File: config.mk
export PLATFORM = sky130hd
export DESIGN_NAME = alu_ctrl_stage
export DESIGN_NICKNAME = d
export VERILOG_FILES = /design/src/rtl/alu_pkg.sv /design/src/rtl/alu_ctrl_decode.sv /design/src/rtl/alu_ctrl_stage.sv
export SDC_FILE = /design/constraint.sdc
export NUM_CORES = 1
export LEC_CHECK = 0
export CORE_MARGIN = 2
export CORE_UTILIZATION = 60
export DETAILED_ROUTE_END_ITERATION = 10
export DONT_BUFFER_PORTS = 1
export GPL_TIMING_DRIVEN = 0
export MAX_ROUTING_LAYER = met4
export PLACE_DENSITY = 0.76
export SLEW_MARGIN = 0
export SYNTH_ARGS = -nofsm -noshare
export SYNTH_HDL_FRONTEND = slang
export SYNTH_HIERARCHICAL = 1
export SYNTH_SLANG_ARGS = --single-unit
File: constraint.sdc
create_clock -name i_clk -period 2.4 [get_ports i_clk]
set_input_delay 0.12 -clock i_clk [delete_from_list [all_inputs] [get_ports i_clk]]
set_output_delay 0.12 -clock i_clk [all_outputs]
set_load 0.005 [all_outputs]
File: src/rtl/alu_pkg.sv
`default_nettype none
// ============================================================================
// Module      : alu_pkg
// Description : Shared ALU definitions: select codes, RV32I opcodes and the
//               decode-to-ALU payload struct. Imported by the decode/issue
//               stage and by the ALU itself so both agree on encodings.
// Revision    : 1.0 - initial release
// ============================================================================
package alu_pkg;

    localparam int ALU_XLEN  = 32;
    localparam int ALU_SEL_W = 4;

    // ALU select codes; 1010-1111 are never issued
    localparam logic [ALU_SEL_W-1:0] ALU_AND  = 4'b0000;
    localparam logic [ALU_SEL_W-1:0] ALU_OR   = 4'b0001;
    localparam logic [ALU_SEL_W-1:0] ALU_XOR  = 4'b0010;
    localparam logic [ALU_SEL_W-1:0] ALU_ADD  = 4'b0011;
    localparam logic [ALU_SEL_W-1:0] ALU_SUB  = 4'b0100;
    localparam logic [ALU_SEL_W-1:0] ALU_SLT  = 4'b0101;
    localparam logic [ALU_SEL_W-1:0] ALU_PASS = 4'b0110;
    localparam logic [ALU_SEL_W-1:0] ALU_SLL  = 4'b0111;
    localparam logic [ALU_SEL_W-1:0] ALU_SRL  = 4'b1000;
    localparam logic [ALU_SEL_W-1:0] ALU_SRA  = 4'b1001;

    // RV32I major opcodes
    localparam logic [6:0] OPC_OP     = 7'b0110011;
    localparam logic [6:0] OPC_OPIMM  = 7'b0010011;
    localparam logic [6:0] OPC_LUI    = 7'b0110111;
    localparam logic [6:0] OPC_AUIPC  = 7'b0010111;
    localparam logic [6:0] OPC_LOAD   = 7'b0000011;
    localparam logic [6:0] OPC_STORE  = 7'b0100011;
    localparam logic [6:0] OPC_BRANCH = 7'b1100011;

    // funct7 values that are legal for OP / shift-immediate encodings
    localparam logic [6:0] F7_BASE = 7'b0000000;
    localparam logic [6:0] F7_ALT  = 7'b0100000;

    typedef struct packed {
        logic [ALU_XLEN-1:0]  op1;
        logic [ALU_XLEN-1:0]  op2;
        logic [ALU_SEL_W-1:0] sel;
        logic                 sign;
        logic                 shift;
        logic [4:0]           rd;
        logic                 reg_write;
        logic                 illegal;
    } alu_payload_t;

endpackage : alu_pkg
`default_nettype wire

File: src/rtl/alu_ctrl_decode.sv
`default_nettype none
// ============================================================================
// Module      : alu_ctrl_decode
// Description : Purely combinational RV32I decode into the ALU payload.
// Ports       : i_instr    - instruction word
//               i_pc       - instruction PC (AUIPC operand 1)
//               i_rs1_data - rs1 read data
//               i_rs2_data - rs2 read data
//               o_payload  - operands, select, sign/shift flags, rd, we, illegal
// Revision    : 1.0 - initial release
// ============================================================================
module alu_ctrl_decode
    import alu_pkg::*;
(
    input  logic [31:0]  i_instr,
    input  logic [31:0]  i_pc,
    input  logic [31:0]  i_rs1_data,
    input  logic [31:0]  i_rs2_data,
    output alu_payload_t o_payload
);

    logic [6:0]  w_opcode;
    logic [2:0]  w_f3;
    logic [6:0]  w_f7;
    logic [4:0]  w_rd;
    logic        w_f7_base;
    logic        w_f7_alt;
    logic        w_is_op;
    logic [31:0] w_imm_i;
    logic [31:0] w_imm_s;
    logic [31:0] w_imm_u;
    logic [31:0] w_shamt;

    assign w_opcode  = i_instr[6:0];
    assign w_rd      = i_instr[11:7];
    assign w_f3      = i_instr[14:12];
    assign w_f7      = i_instr[31:25];
    assign w_f7_base = (w_f7 == F7_BASE);
    assign w_f7_alt  = (w_f7 == F7_ALT);
    assign w_is_op   = (w_opcode == OPC_OP);
    assign w_imm_i   = {{20{i_instr[31]}}, i_instr[31:20]};
    assign w_imm_s   = {{20{i_instr[31]}}, i_instr[31:25], i_instr[11:7]};
    assign w_imm_u   = {i_instr[31:12], 12'h000};
    assign w_shamt   = {27'b0, i_instr[24:20]};

    alu_payload_t w_pay;
    logic [3:0]   w_sel;
    logic         w_sign;
    logic         w_wr;
    logic         w_ill;

    always_comb begin
        // Unknown opcodes still carry the raw register operands so a trap
        // handler downstream can inspect them.
        w_pay     = '0;
        w_pay.op1 = i_rs1_data;
        w_pay.op2 = i_rs2_data;
        w_sel     = ALU_ADD;
        w_sign    = 1'b0;
        w_wr      = 1'b0;
        w_ill     = 1'b0;

        case (w_opcode)
            OPC_OP, OPC_OPIMM: begin
                w_wr = 1'b1;
                if (!w_is_op) begin
                    w_pay.op2 = (w_f3 == 3'b001 || w_f3 == 3'b101) ? w_shamt : w_imm_i;
                end
                case (w_f3)
                    3'b000:  w_sel = (w_is_op && w_f7_alt) ? ALU_SUB : ALU_ADD;
                    3'b001:  w_sel = ALU_SLL;
                    3'b010:  begin w_sel = ALU_SLT; w_sign = 1'b1; end
                    3'b011:  w_sel = ALU_SLT;
                    3'b100:  w_sel = ALU_XOR;
                    3'b101:  begin
                        w_sel  = w_f7_alt ? ALU_SRA : ALU_SRL;
                        w_sign = w_f7_alt;
                    end
                    3'b110:  w_sel = ALU_OR;
                    default: w_sel = ALU_AND;
                endcase
                // The alternate funct7 only means something for SUB/SRA(I);
                // immediate non-shift forms use those bits as immediate.
                if (w_is_op) begin
                    w_ill = !(w_f7_base || (w_f7_alt && (w_f3 == 3'b000 || w_f3 == 3'b101)));
                end else if (w_f3 == 3'b001) begin
                    w_ill = !w_f7_base;
                end else if (w_f3 == 3'b101) begin
                    w_ill = !(w_f7_base || w_f7_alt);
                end
            end
            OPC_LUI: begin
                w_pay.op1 = '0;
                w_pay.op2 = w_imm_u;
                w_sel     = ALU_PASS;
                w_wr      = 1'b1;
            end
            OPC_AUIPC: begin
                w_pay.op1 = i_pc;
                w_pay.op2 = w_imm_u;
                w_wr      = 1'b1;
            end
            OPC_LOAD: begin
                w_pay.op2 = w_imm_i;
                w_wr      = 1'b1;
            end
            OPC_STORE: begin
                w_pay.op2 = w_imm_s;
            end
            OPC_BRANCH: begin
                case (w_f3)
                    3'b000, 3'b001: w_sel = ALU_SUB;
                    3'b100, 3'b101: begin w_sel = ALU_SLT; w_sign = 1'b1; end
                    3'b110, 3'b111: w_sel = ALU_SLT;
                    default:        w_ill = 1'b1;
                endcase
            end
            default: w_ill = 1'b1;
        endcase

        if (w_ill) begin
            w_sel  = ALU_ADD;
            w_sign = 1'b0;
            w_wr   = 1'b0;
        end

        w_pay.sel       = w_sel;
        w_pay.sign      = w_sign;
        w_pay.shift     = (w_sel == ALU_SLL) || (w_sel == ALU_SRL) || (w_sel == ALU_SRA);
        w_pay.rd        = w_rd;
        w_pay.reg_write = w_wr && (w_rd != 5'd0);
        w_pay.illegal   = w_ill;
    end

    assign o_payload = w_pay;

endmodule : alu_ctrl_decode
`default_nettype wire

File: src/rtl/alu_ctrl_stage.sv
`default_nettype none
// ============================================================================
// Module      : alu_ctrl_stage
// Description : Decode/issue register in front of the ALU. One registered
//               entry with valid/ready on both sides and a flush input.
//               Build option ALU_CTRL_SKID_EN adds a second (skid) entry and
//               makes o_ready a register equal to "skid empty".
// Ports       : i_clk/i_rst_n          - clock, async active-low reset
//               i_valid/o_ready        - upstream handshake
//               i_instr/i_pc/i_rs*_data- instruction and register read data
//               i_flush                - kill held and incoming instruction
//               o_valid/i_ready        - ALU-side handshake
//               o_op1/o_op2/o_alu_sel/o_sign/o_shift/o_rd/o_reg_write/
//               o_illegal              - ALU payload
// Revision    : 1.0 - initial release
// ============================================================================
module alu_ctrl_stage
    import alu_pkg::*;
#(
    parameter int XLEN  = 32,
    parameter int SEL_W = 4
) (
    input  logic             i_clk,
    input  logic             i_rst_n,
    input  logic             i_valid,
    output logic             o_ready,
    input  logic [31:0]      i_instr,
    input  logic [XLEN-1:0]  i_pc,
    input  logic [XLEN-1:0]  i_rs1_data,
    input  logic [XLEN-1:0]  i_rs2_data,
    input  logic             i_flush,
    output logic             o_valid,
    input  logic             i_ready,
    output logic [XLEN-1:0]  o_op1,
    output logic [XLEN-1:0]  o_op2,
    output logic [SEL_W-1:0] o_alu_sel,
    output logic             o_sign,
    output logic             o_shift,
    output logic [4:0]       o_rd,
    output logic             o_reg_write,
    output logic             o_illegal
);

    alu_payload_t w_dec;

    alu_ctrl_decode u_decode (
        .i_instr    (i_instr),
        .i_pc       (i_pc),
        .i_rs1_data (i_rs1_data),
        .i_rs2_data (i_rs2_data),
        .o_payload  (w_dec)
    );

    logic         valid_q, valid_d;
    alu_payload_t pay_q,   pay_d;
    logic         w_accept;

`ifdef ALU_CTRL_SKID_EN
    logic         skid_valid_q, skid_valid_d;
    alu_payload_t skid_q,       skid_d;

    assign o_ready  = !skid_valid_q;
    assign w_accept = i_valid && !skid_valid_q;

    always_comb begin
        valid_d      = valid_q;
        pay_d        = pay_q;
        skid_valid_d = skid_valid_q;
        skid_d       = skid_q;
        if (i_flush) begin
            valid_d      = 1'b0;
            skid_valid_d = 1'b0;
        end else if (skid_valid_q) begin
            // Skid occupied implies output occupied and no new accept;
            // the older skid entry moves up as soon as EX takes the head.
            if (i_ready) begin
                pay_d        = skid_q;
                skid_valid_d = 1'b0;
            end
        end else if (!valid_q || i_ready) begin
            valid_d = w_accept;
            if (w_accept) begin
                pay_d = w_dec;
            end
        end else if (w_accept) begin
            skid_valid_d = 1'b1;
            skid_d       = w_dec;
        end
    end

    always_ff @(posedge i_clk or negedge i_rst_n) begin
        if (!i_rst_n) begin
            valid_q      <= 1'b0;
            pay_q        <= '0;
            skid_valid_q <= 1'b0;
            skid_q       <= '0;
        end else begin
            valid_q      <= valid_d;
            pay_q        <= pay_d;
            skid_valid_q <= skid_valid_d;
            skid_q       <= skid_d;
        end
    end
`else
    assign o_ready  = !valid_q || i_ready;
    assign w_accept = i_valid && o_ready;

    // Flush wins over both load and hold; payload only moves on accept so
    // stale contents behind o_valid=0 are harmless.
    always_comb begin
        valid_d = valid_q;
        pay_d   = pay_q;
        if (i_flush) begin
            valid_d = 1'b0;
        end else if (w_accept) begin
            valid_d = 1'b1;
            pay_d   = w_dec;
        end else if (i_ready) begin
            valid_d = 1'b0;
        end
    end

    always_ff @(posedge i_clk or negedge i_rst_n) begin
        if (!i_rst_n) begin
            valid_q <= 1'b0;
            pay_q   <= '0;
        end else begin
            valid_q <= valid_d;
            pay_q   <= pay_d;
        end
    end
`endif

    assign o_valid     = valid_q;
    assign o_op1       = pay_q.op1;
    assign o_op2       = pay_q.op2;
    assign o_alu_sel   = pay_q.sel;
    assign o_sign      = pay_q.sign;
    assign o_shift     = pay_q.shift;
    assign o_rd        = pay_q.rd;
    assign o_reg_write = pay_q.reg_write;
    assign o_illegal   = pay_q.illegal;

endmodule : alu_ctrl_stage
`default_nettype wire

# After elaboration in Yosys (flattened, before gate mapping)
# Index checks and enable logic that the tools add are counted.
[totals]
mem_bits_rw = 0
memories = 0
rom_bits = 0
output_inout_bits = 79
regBits = 78
input_bits = 133
latch_bits = 0
word_cells = 81
[classes]
reduce_logical = 29
shift = 0
addsub = 0
n_div = 0
eq_ne = 18
mul = 0
order_cmp = 0
mux = 24
n_bitwise = 1
[op_table]
columns = ["cell", "n"]
rows = [
  ["$pmux W32 S4", 1],
  ["$mux W32", 2],
  ["$pmux W32 S2", 1],
  ["$eq A7 B6 Y1 const B", 4],
  ["$pmux W4 S6", 1],
  ["$eq A7 B5 Y1 const B", 2],
  ["$eq A3 B3 Y1 const B", 4],
  ["$mux W1", 12],
  ["$pmux W4 S3", 1],
  ["$reduce_or A2 Y1", 5],
  ["$eq A4 B4 Y1 const B", 2],
  ["$reduce_or A4 Y1", 2],
  ["$eq A7 B2 Y1 const B", 1],
  ["$eq A7 B7 Y1 const B", 1],
  ["$logic_not A7 Y1", 1],
  ["$logic_or A1 B1 Y1", 7],
  ["$eq A3 B2 Y1 const B", 2],
  ["$pmux W3 S2", 1],
  ["$reduce_or A6 Y1", 1],
  ["$reduce_bool A5 Y1", 1],
  ["$reduce_or A5 Y1", 1],
  ["$eq A4 B3 Y1 const B", 1],
  ["$logic_and A1 B1 Y1", 4],
  ["$logic_not A1 Y1", 4],
  ["9 further kinds", 10],
]

# Logic depth before layout (Yosys ltp)
# Gate-level depths: netlist (run 1).
[logic_depth]
depth_word = 11
depth_mapped = 8
mapped_depth_nobuf = 5

# Cells and area by module
# Netlist (run 1), hierarchy kept.
[modules_own_cells]
columns = ["module", "seq_area_each_um2", "n_inst", "area_each_um2", "cells_each"]
rows = [
  ["alu_ctrl_stage", 1951.9, 1, 2917.8, 168],
  ["alu_ctrl_decode", 0.0, 1, 1495.2, 239],
]

# Worst setup path after synthesis (run 1)
# OpenSTA, ideal clock, no wires.
[synth_timing]
path_kind = "input-to-reg"
start = "input i_instr[13]"
end = "register pay_q, in the netlist o_op2[25]"
path_buffers = 2
stages = 7
required_ps = 2273
arrival_ps = 1459
setup_slack_ps = 814
setup_time_ps = 127
cell_sequence = "buf_6 -> and2b_2 -> o21ai_0 -> and3_2 -> buf_2 -> a221o_1 -> mux2_1"
[synth_lines]
columns = ["item", "line", "rtl"]
rows = [
  ["start, declared", "alu_ctrl_stage.sv:27", "input logic [31:0] i_instr,"],
  ["end signal, assigned", "alu_ctrl_stage.sv:129", "pay_q <= pay_d;"],
  ["end, declared", "alu_ctrl_stage.sv:55", "alu_payload_t pay_q, pay_d;"],
]

# Final worst setup path (run 1)
[layout_timing]
start = "register valid_q, in the netlist o_valid"
end = "register pay_q, in the netlist o_op2[27]"
[layout_via]
elab_chain_len = 4
[layout_rtl]
columns = ["item", "line", "rtl"]
rows = [
  ["start, declared", "alu_ctrl_stage.sv:54", "logic valid_q, valid_d;"],
  ["start signal, assigned", "alu_ctrl_stage.sv:128", "valid_q <= valid_d;"],
  ["$logic_not A1 Y1", "alu_ctrl_stage.sv:105", "assign o_ready = !valid_q || i_ready;"],
  ["$logic_or A1 B1 Y1", "alu_ctrl_stage.sv:105", ""],
  ["$logic_and A1 B1 Y1", "alu_ctrl_stage.sv:106", "assign w_accept = i_valid && o_ready;"],
  ["$reduce_and A2 Y1 (no line)", "--", ""],
]
# No other way between the ends.
# A chain may end at the register's enable or synchronous reset.

==> metrics.csv, run 1 <==
stage;metric;value;unit
synth;Cell Area, Synth;0.00441;mm2
timing;final worst clock skew;0.00730;ns
synth;top cell type by total area after synthesis;dfrtp_1;
route;TritonRoute pass-1 iters;5;
synth;Syn Inst Count;407;
placement;post-place setup slack;0.591;ns
placement;Final GP Congestion;0.925;
timing;Worst slew margin;60.8;%
worst_setup_path;Critical Path AT;2.02;ns
timing;Setup WS post-layout;0.606;ns
synth;main combinational cell family by area after synthesis;multiplexers;
floorplan;Starting Density;61.5;%
synth;Synth top cells by count;dfrtp_1, nand2_1, mux2_2;
synth;mux cell area share after synthesis;19.6;%
synth;Post-synth EDFFs;0;
route;Antenna Violating Nets Remaining;0;
clock_network;Max Buffers Root-to-Sink;2;
synth;Yosys warning count;6;
worst_setup_path;CP required;2.62;ns
route;initial drt markers;175;
worst_setup_path;CP endpoint kind;flip-flop;
timing;Setup TNS;0;ns
clock_network;Root Driver;clkbuf_8;
synth;Netlist cell types;52;
placement;DP Cell Count;506;
timing;fin. max-slew vios;0;
synth;synthesized area per cell;10.8;um2
placement;dpl hpwl;8530;um
grt;first-pass GRT wire length;19000;um
clock_network;Post-CTS Setup Inserts;0;
layout;fill cell count;501;
synth;Yosys reg bits;78;
grt;vias in the first global route;3512;
timing;Max Freq;557;MHz
floorplan;Die W;89.8;um
power;PwrDens;660;mW/mm2
layout;Antenna diodes;0;
worst_setup_path;critical path startpoint category;flip-flop;
layout;number of nets in the layout;587;
power;maximum vdd drop;0.000335;V
worst_setup_path;CP Class;flip-flop to flip-flop;
synth;post-synthesis adder-cell area fraction;0;%
route;DR vias;3457;
floorplan;Core ar.;0.00718;mm2
layout;share of post-route cells with drive strength above 1;23.1;%
timing;final setup vio count;0;
grt;largest net degree at the start of global routing;79;
synth;top_reg_cell synth;dfrtp_1;
clock_network;clock insertion delay at the later pin of the skew report;0.35;ns
floorplan;full die area;0.00806;mm2
synth;share of the synthesized area in the top cell type;44.2;%
timing;minimum clock period;1.79;ns
layout;Final Cell Area;0.00517;mm2
timing;Worst-Margin Slew;0.586;ns
worst_hold_path;Hold WC Path Type;primary input to flip-flop;
floorplan;Rows;31;
floorplan;I/O pin cnt;212;
synth;XOR/XNOR share of the synthesized area;0.198;%
flow_run;Max-cap violations;0;
worst_setup_path;CP Max Fanout;10;
power;leakage power;2.24;nW
synth;sequential cell area fraction in the yosys report;44.2;%
timing;Fin. Hold Viols;0;
synth;most frequent cell after synthesis;dfrtp_1;
clock_network;H-tree levels;3;
layout;Non-Filler Instances;558;
grt;initial antenna violation count;0;
clock_network;register clock-pin slew on the reported worst setup and hold paths;0.08;ns
grt;gr usage total;31.3;%
clock_network;CTS tree;yes;
placement;placed cell area;0.00454;mm2
route;residual DRC count;0;
status;status;completed;
timing;RSZ-0062 raised after global routing;no;
layout;Area growth syn-to-layout;17.2;%
timing;crit share post-route;74.7;%
clock_network;clock net sink count;78;
grt;GRT overflow;0;
placement;input/output buffers;0;
route;Via density;6.20;
synth;top post-synthesis cells by area;dfrtp_1, mux2_2, mux2_1, nand3b_1, nand2_1;
floorplan;Die Y;89.8;um
synth;Synth Area in Compound Gates;10.3;%
synth;post-synthesis simple-gate area fraction;19.3;%
synth;ys async rst share;100;%
route;Routed WL;12000;um
clock_network;total CTS buffers;9;
route;drt wl/cell;21.6;um
synth;syn_nets;540;
[cell families (layout without fill, tap and decap cells)]
| family | count (synthesis) | in the layout |
|---|---|---|
| simple gates | 150 | 150 |
| compound gates | 52 | 52 |
| flops | 78 | 78 |
| buf+inv | 49 | 101 |
| xor+xnor | 1 | 1 |
| mux | 77 | 77 |
[state kept, by name (all words and copies together) (netlist names)]
signal,cells
o_alu_sel,4
o_illegal,1
o_op1,32
o_op2,32
o_rd,5
o_reg_write,1
o_shift,1
o_sign,1
o_valid,1
[power by group]
group	internal, mW	switching, mW	total [mW]
Sequential	1.53	0.179	1.71
Clock	0.728	0.499	1.23
Combinational	0.283	0.194	0.477
Total	2.54	0.872	3.41
[critical path, cell delays in order, from the launching register on]
cell	delay, ns
dfrtp_1	0.41
nor2b_4	0.14
nor3b_2	0.31
buf_4	0.28
buf_6	0.19
mux2_1	0.34
[layout make-up]
type	instances	area, um2	share of cell area [%]
Buffer	40	245	4.74
Clock buffer	10	138	2.66
Clock inverter	6	118	2.27
Inverter	9	33.8	0.653
Multi-Input combinational cell	280	2180	42.2
Sequential cell	78	1950	37.8
Tap cell	99	124	2.40
Timing Repair Buffer	36	378	7.31
[path summary, 6_finish.rpt]
| kind | start | to | slack (ns) | cells past startpoint |
|---|---|---|---|---|
| hold / removal | i_rs1_data[18] | o_op1[18] | 0.02 | 3 |
| setup reg to reg | o_valid | o_op2[27] | 0.61 | 5 |
| hold reg to reg | o_op1[5] | o_op1[5] | 0.52 | 1 |
| min in group asynchronous | i_rst_n | o_op1[7] | 0.34 | 2 |
| max in group asynchronous | i_rst_n | o_rd[0] | 1.77 | 2 |
| setup / recovery | o_valid | o_op2[27] | 0.61 | 5 |
[layer usage]
metal | vias up | track usage [%] | routed length (um)
met5 | - | - | 0
met3 | 28 | 10.5 | 1210
met4 | 0 | 13.2 | 350
li1 | 1569 | - | -
met1 | 1669 | 36.8 | 4570
met2 | 191 | 49.7 | 5900
[timing repair]
| action | CTS | global route |
|---|---|---|
| hold buffers | 36 | 0 |
| gates resized for setup | 0 | 0 |
| endpoints found under the setup margin | 0 | 0 |
| hold endpoints to repair | 111 | 0 |
[per-stage QoR]
step / util [%] / total power, mW / hold WS [ns]
2_1_floorplan: - / 2.01 / -0.176
3_3_place_gp: 63.2 / 2.10 / -0.174
3_5_place_dp: 63.2 / 2.13 / -0.174
4_1_cts: 72.0 / 3.43 / 0.00125
5_1_grt: 72.0 / 3.57 / 0.00945
6_report: 72.0 / 3.41 / 0.0152
[cell usage in the layout (no fill, tap or decap), types with 9 or more instances in the layout]
| cell type | n |
|---|---|
| clkbuf_8 | 11 |
| dfrtp_1 | 78 |
| clkbuf_1 | 12 |
| dlygate4sd3_1 | 35 |
| nand2_1 | 66 |
| mux2_2 | 47 |
| mux2_1 | 30 |
| nand3b_1 | 36 |
| nor2_1 | 10 |
| inv_1 | 9 |
| buf_2 | 14 |
| a221o_1 | 19 |
No activity file was read; power rests on OpenSTA's default activity.
==> run 2: changes to the inputs <==
CORE_UTILIZATION = 58   (was 60)
clock period = 1.58 ns   (was 2.4 ns; I/O delays follow)
==> run 2 against run 1 <==
The flow now finishes with violations (negative hold slack, negative setup slack). First-iteration DRC count grew 17%. Flip-flop and latch count did not move. Non-clock buffer count up 46. Global-route usage increased by 2.0 points. Largest power group unchanged.
==> metrics.csv, run 2 (synthesized netlist as in run 1, its figures left out) <==
stage;metric;value;unit;change
route;residual DRC count;0;;unchanged
worst_setup_path;CP required;1.81;ns;-0.81 ns
worst_setup_path;critical path startpoint category;flip-flop;;
clock_network;register clock-pin slew on the reported worst setup and hold paths;0.08;ns;about the same
clock_network;CTS Hold Buffers Added;78;;+120%
grt;met1 usage;38.7;%;+1.9 points
timing;Max Freq;627;MHz;+12%
clock_network;H-tree levels;3;;unchanged
timing;final setup vio count;10;;+10
status;failing checks;negative hold slack, negative setup slack;;
clock_network;CTS tree;yes;;
placement;dpl hpwl;8620;um;+1.1%
layout;Area growth syn-to-layout;32.6;%;
grt;first-pass GRT wire length;21000;um;+10%
timing;Setup TNS;-0.0887;ns;-0.0887 ns
floorplan;I/O pin cnt;212;;unchanged
worst_setup_path;CP Class;flip-flop to flip-flop;;
route;DR vias;3898;;+13%
floorplan;Rows;31;;unchanged
grt;vias in the first global route;3992;;+14%
grt;gr usage total;33.3;%;+2.0 points
grt;met2 usage;56.0;%;+6.3 points
timing;RSZ-0062 raised after global routing;yes;;
route;drt wl/cell;24.0;um;+11%
placement;Final GP Congestion;0.910;;-1.6%
timing;Worst-Margin Slew;0.595;ns;+0.00906 ns
floorplan;Core ar.;0.00729;mm2;+1.6%
layout;commonest cells after routing, fill and taps aside;dlygate4sd3_1, dfrtp_1, nand2_1;;
timing;fin. max-slew vios;0;;unchanged
worst_hold_path;Hold WC Path Type;primary input to asynchronous set/reset pin;;
status;status;finished, violations left;;
grt;GRT overflow;0;;unchanged
clock_network;Root Driver;clkbuf_8;;
route;Routed WL;14500;um;+21%
grt;met3 usage;8.96;%;-1.5 points
layout;number of nets in the layout;633;;+7.8%
power;Pwr Total;5.22;mW;+53%
clock_network;Max Buffers Root-to-Sink;2;;unchanged
route;Via density;6.44;;+4.0%
power;leakage power;2.59;nW;+16%
floorplan;full die area;0.00832;mm2;+3.3%
floorplan;Die W;91.2;um;+1.6%
placement;input/output buffers;0;;unchanged
worst_setup_path;CP Max Fanout;10;;unchanged
floorplan;Starting Density;60.5;%;-0.98 points
worst_setup_path;CP startpoint;o_valid;;
grt;initial antenna violation count;1;;+1
timing;Setup WS post-layout;-0.0156;ns;-0.622 ns
layout;share of post-route cells with drive strength above 1;26.9;%;+3.8 points
route;Antenna Violating Nets Remaining;0;;unchanged
timing;hold slack;-0.586;ns;-0.601 ns
power;PwrDens;891;mW/mm2;+35%
clock_network;total CTS buffers;9;;unchanged
clock_network;clock net sink count;78;;unchanged
floorplan;Die Y;91.2;um;+1.6%
timing;crit share post-route;101;%;+26 points
worst_setup_path;Reg-to-Reg Start;o_valid;;
route;initial drt markers;204;;+17%
timing;final worst clock skew;0.0115;ns;+0.00417 ns
timing;Worst slew margin;60.3;%;-0.46 points
timing;Fin. Hold Viols;78;;+78
route;TritonRoute pass-1 iters;5;;unchanged
worst_setup_path;CP endpoint kind;flip-flop;;
grt;largest net degree at the start of global routing;79;;unchanged
power;maximum vdd drop;0.000582;V;+74%
timing;minimum clock period;1.60;ns;-0.198 ns
flow_run;Max-cap violations;0;;unchanged
grt;GRT busiest layer;met2;;
worst_setup_path;Critical Path AT;1.83;ns;-0.19 ns
clock_network;clock insertion delay at the later pin of the skew report;0.35;ns;about the same
[run 2: cell type report]
class,instances,area (um2)
flip-flops and latches,78,1950
clock buffers,11,151
clock inverters,5,56.3
inverters,9,33.8
repair buffers,82,860
plain buffers,40,320
multi-input cells,280,2350
fillers,420,1440
well taps,99,124
diodes,1,2.50
[run 2: power by group]
group	leakage [nW]	internal, mW	switching (mW)	total, mW
logic	1.56	0.675	0.340	1.02
clock network	0.106	0.817	0.759	1.58
registers	0.923	2.32	0.305	2.62
total	2.59	3.81	1.40	5.22
[run 2: per-stage QoR]
step	cell area (um2)	setup WS, ns	hold slack [ns]	instances	util [%]
after CTS	5690	-0.0370	-0.596	603	78.0
after global routing	5850	-0.0469	-0.601	605	80.3
after floorplan	4410	0.0349	-0.217	407	-
final	5850	-0.0156	-0.586	605	80.3
after global placement	4540	-0.226	-0.215	506	62.2
after detailed placement	4540	-0.256	-0.215	506	62.2
[run 2: worst paths after layout]
check / end / slack (ns) / cells after the start
max reg2reg: o_op2[30] / -0.02 / 5
max: o_op2[30] / -0.02 / 5
min: o_op2[5] / -0.59 / 0
min in group i_clk: o_op2[29] / 0.01 / 2
min reg2reg: o_alu_sel[1] / 0.54 / 1
max in group asynchronous: o_rd[2] / 2.04 / 0
[run 2: critical path, stage by stage (launching register included)]
cell and delay [ns]:
dfrtp_1 0.42, nor2b_4 0.16, nor3b_4 0.21, buf_6 0.21, buf_12 0.17, mux2_4 0.30
[run 2: what timing repair did]
item / 4_1_cts / 5_1_grt
endpoints found under the setup margin: 77 / 69
pin swaps: 1 / 1
buffers inserted: 2 / 0
cloned: 1 / 1
resized for setup: 34 / 35
endpoints found under the hold margin: 135 / 78
[run 2: per-layer routing]
metal	vias up	wire length (um)
met5	-	0
met4	0	386
li1	1667	-
met2	248	7420
met3	35	1370
met1	1948	5360
==> run 3: changes to the inputs <==
clock period = 1.39 ns   (was 1.58 ns; I/O delays follow)
==> run 3 against run 2 <==
The run still ends with negative hold slack, negative setup slack left. Global-route usage rose by 1.9 points. Sequential power increased by 14%. Combinational power up 17%. Die area did not move. Sequential share of layout area down 0.73 points. Critical endpoint is now o_op1[23]. Largest cell class unchanged. Highest routed layer unchanged.
==> metrics.csv, run 3 (synthesized netlist as in run 1, its figures left out) <==
stage;metric;value;unit;change
worst_setup_path;CP endpoint kind;flip-flop;;
timing;Setup WS post-layout;-0.272;ns;-0.256 ns
clock_network;Max Buffers Root-to-Sink;2;;unchanged
clock_network;total CTS buffers;9;;unchanged
clock_network;Root Driver;clkbuf_8;;
route;Via density;6.32;;-1.9%
route;initial drt markers;275;;+35%
timing;hold slack;-0.588;ns;-0.00226 ns
placement;input/output buffers;0;;unchanged
grt;initial antenna violation count;0;;-1
worst_setup_path;CP required;1.62;ns;-0.19 ns
timing;Max Freq;602;MHz;-4.0%
clock_network;clock net sink count;78;;unchanged
timing;fin. max-slew vios;0;;unchanged
timing;RSZ-0062 raised after global routing;yes;;
layout;Final Util;82.1;%;+1.8 points
clock_network;clock insertion delay at the later pin of the skew report;0.34;ns;about the same
floorplan;Die Y;91.2;um;unchanged
timing;crit share post-route;120;%;+19 points
timing;Worst-Margin Slew;0.732;ns;+0.137 ns
placement;DP Cell Count;506;;unchanged
layout;most common cell after layout, fill and taps aside;dlygate4sd3_1;;
worst_setup_path;CP Max Fanout;6;;-4
grt;GRT overflow;0;;unchanged
worst_setup_path;CP max-delay cell;dfrtp_1;;
route;drt wl/cell;23.9;um;-0.67%
status;status;finished, violations left;;
worst_hold_path;Hold WC Path Type;primary input to asynchronous set/reset pin;;
timing;minimum clock period;1.66;ns;+0.0661 ns
clock_network;H-tree levels;3;;unchanged
timing;final worst clock skew;0.00840;ns;-0.00307 ns
route;Antenna Violating Nets Remaining;0;;unchanged
status;failing checks;negative hold slack, negative setup slack;;
flow_run;Max-cap violations;0;;unchanged
worst_setup_path;r2r setup slk;-0.27;ns;-0.26 ns
layout;share of post-route cells with drive strength above 1;28.2;%;+1.3 points
worst_setup_path;CP cell instances;nor2b_4, nor3b_4, buf_6, clkbuf_16, mux2_4;;
floorplan;full die area;0.00832;mm2;unchanged
placement;Final GP Congestion;0.925;;+1.7%
timing;Fin. Hold Viols;78;;unchanged
grt;gr usage total;35.2;%;+1.9 points
floorplan;I/O pin cnt;212;;unchanged
timing;Worst slew margin;50.8;%;-9.5 points
floorplan;Starting Density;60.5;%;unchanged
route;DR vias;3893;;-0.13%
layout;commonest cells after routing, fill and taps aside;dlygate4sd3_1, dfrtp_1, nand2_1;;
floorplan;Die W;91.2;um;unchanged
layout;number of nets in the layout;645;;+1.9%
grt;first-pass GRT wire length;22000;um;+5.1%
timing;Setup TNS;-18.06;ns;-17.97 ns
clock_network;CTS tree;yes;;
layout;Area growth syn-to-layout;35.6;%;
layout;fill cell count;399;;-5.0%
worst_setup_path;CP max stage delay;0.41;ns;about the same
route;residual DRC count;0;;unchanged
power;maximum vdd drop;0.000602;V;+3.4%
route;Routed WL;14700;um;+1.1%
layout;Antenna diodes;0;;-1
floorplan;Core ar.;0.00729;mm2;unchanged
grt;largest net degree at the start of global routing;79;;unchanged
power;leakage power;2.66;nW;+2.9%
layout;Non-Filler Instances;616;;+1.8%
route;TritonRoute pass-1 iters;7;;+2
floorplan;Rows;31;;unchanged
timing;final setup vio count;77;;+67
worst_setup_path;CP Class;flip-flop to flip-flop;;
placement;dpl hpwl;8660;um;+0.39%
power;PwrDens;987;mW/mm2;+11%
worst_setup_path;critical path startpoint category;flip-flop;;
worst_setup_path;Critical Path AT;1.89;ns;+0.06 ns
grt;vias in the first global route;4045;;+1.3%
clock_network;register clock-pin slew on the reported worst setup and hold paths;0.08;ns;about the same
-- run 3: cell count changes in the layout (fill, tap and decap cells not counted), moves of 2 or more --
cell,change
clkbuf_2,+3
clkbuf_1,-4
o21ai_0,-2
buf_6,+6
mux2_4,+4
o21ai_1,+2
dlygate4sd3_1,+9
buf_4,+3
buf_8,-4
buf_2,-2
mux2_1,-4
-- run 3: path summary, 6_finish.rpt --
kind	start	depth (start not counted)	to
min in group i_clk	i_pc[10]	3	o_op1[10]
hold / removal	i_rst_n	0	o_op1[20]
max in group asynchronous	i_rst_n	0	o_op2[30]
setup reg to reg	o_valid	5	o_op1[23]
setup / recovery	o_valid	5	o_op1[23]
hold reg to reg	o_alu_sel[1]	1	o_alu_sel[1]
-- run 3: metal layers --
layer | GRT usage, % | routed length [um] | part of all wire (%) | vias to the layer above
met2 | 58.3 | 7450 | 51 | 251
met5 | - | 0 | 0 | -
met3 | 9.88 | 1400 | 9.5 | 50
met1 | 39.5 | 5270 | 36 | 1908
met4 | 16.8 | 588 | 4.0 | 0
li1 | - | - | - | 1684
-- run 3: stage by stage --
stage | total power, mW | instance area (um2) | worst slack (ns)
after floorplan | 3.62 | 4580 | -0.128
after global placement | 3.80 | 4700 | -0.364
after detailed placement | 3.84 | 4700 | -0.398
after CTS | 5.84 | 5910 | -0.249
after global routing | 6.13 | 5980 | -0.294
final | 5.91 | 5980 | -0.272
-- run 3: final cells by class --
class	count	area, um2	share of cell area (%)
Buffer	40	327	5.46
Clock buffer	10	138	2.30
Clock inverter	6	61.3	1.02
Inverter	9	33.8	0.565
Multi-Input combinational cell	280	2370	39.6
Sequential cell	78	1950	32.6
Tap cell	99	124	2.07
Timing Repair Buffer	94	977	16.3
-- run 3: critical path: cells and delay by family (launching register included) --
kind / cells / cell delay, ns
buffers and inverters: 2 / 0.42
AND/OR/NAND/NOR: 2 / 0.43
flip-flops: 1 / 0.41
multiplexers: 1 / 0.30
-- run 3: report_power, final --
| group | internal [mW] | leakage (nW) | total (mW) | switching, mW |
|---|---|---|---|---|
| Combinational | 0.796 | 1.64 | 1.19 | 0.395 |
| Sequential | 2.64 | 0.923 | 2.99 | 0.351 |
| Clock | 0.873 | 0.102 | 1.73 | 0.854 |
| Total | 4.31 | 2.66 | 5.91 | 1.60 |
-- run 3: what timing repair did --
item,4_1_cts,5_1_grt
setup endpoints to repair,77,77
pin swaps,1,0
setup buffers,4,0
hold buffers,82,5
gates resized for setup,31,0
hold endpoints to repair,139,81
gates cloned,2,1
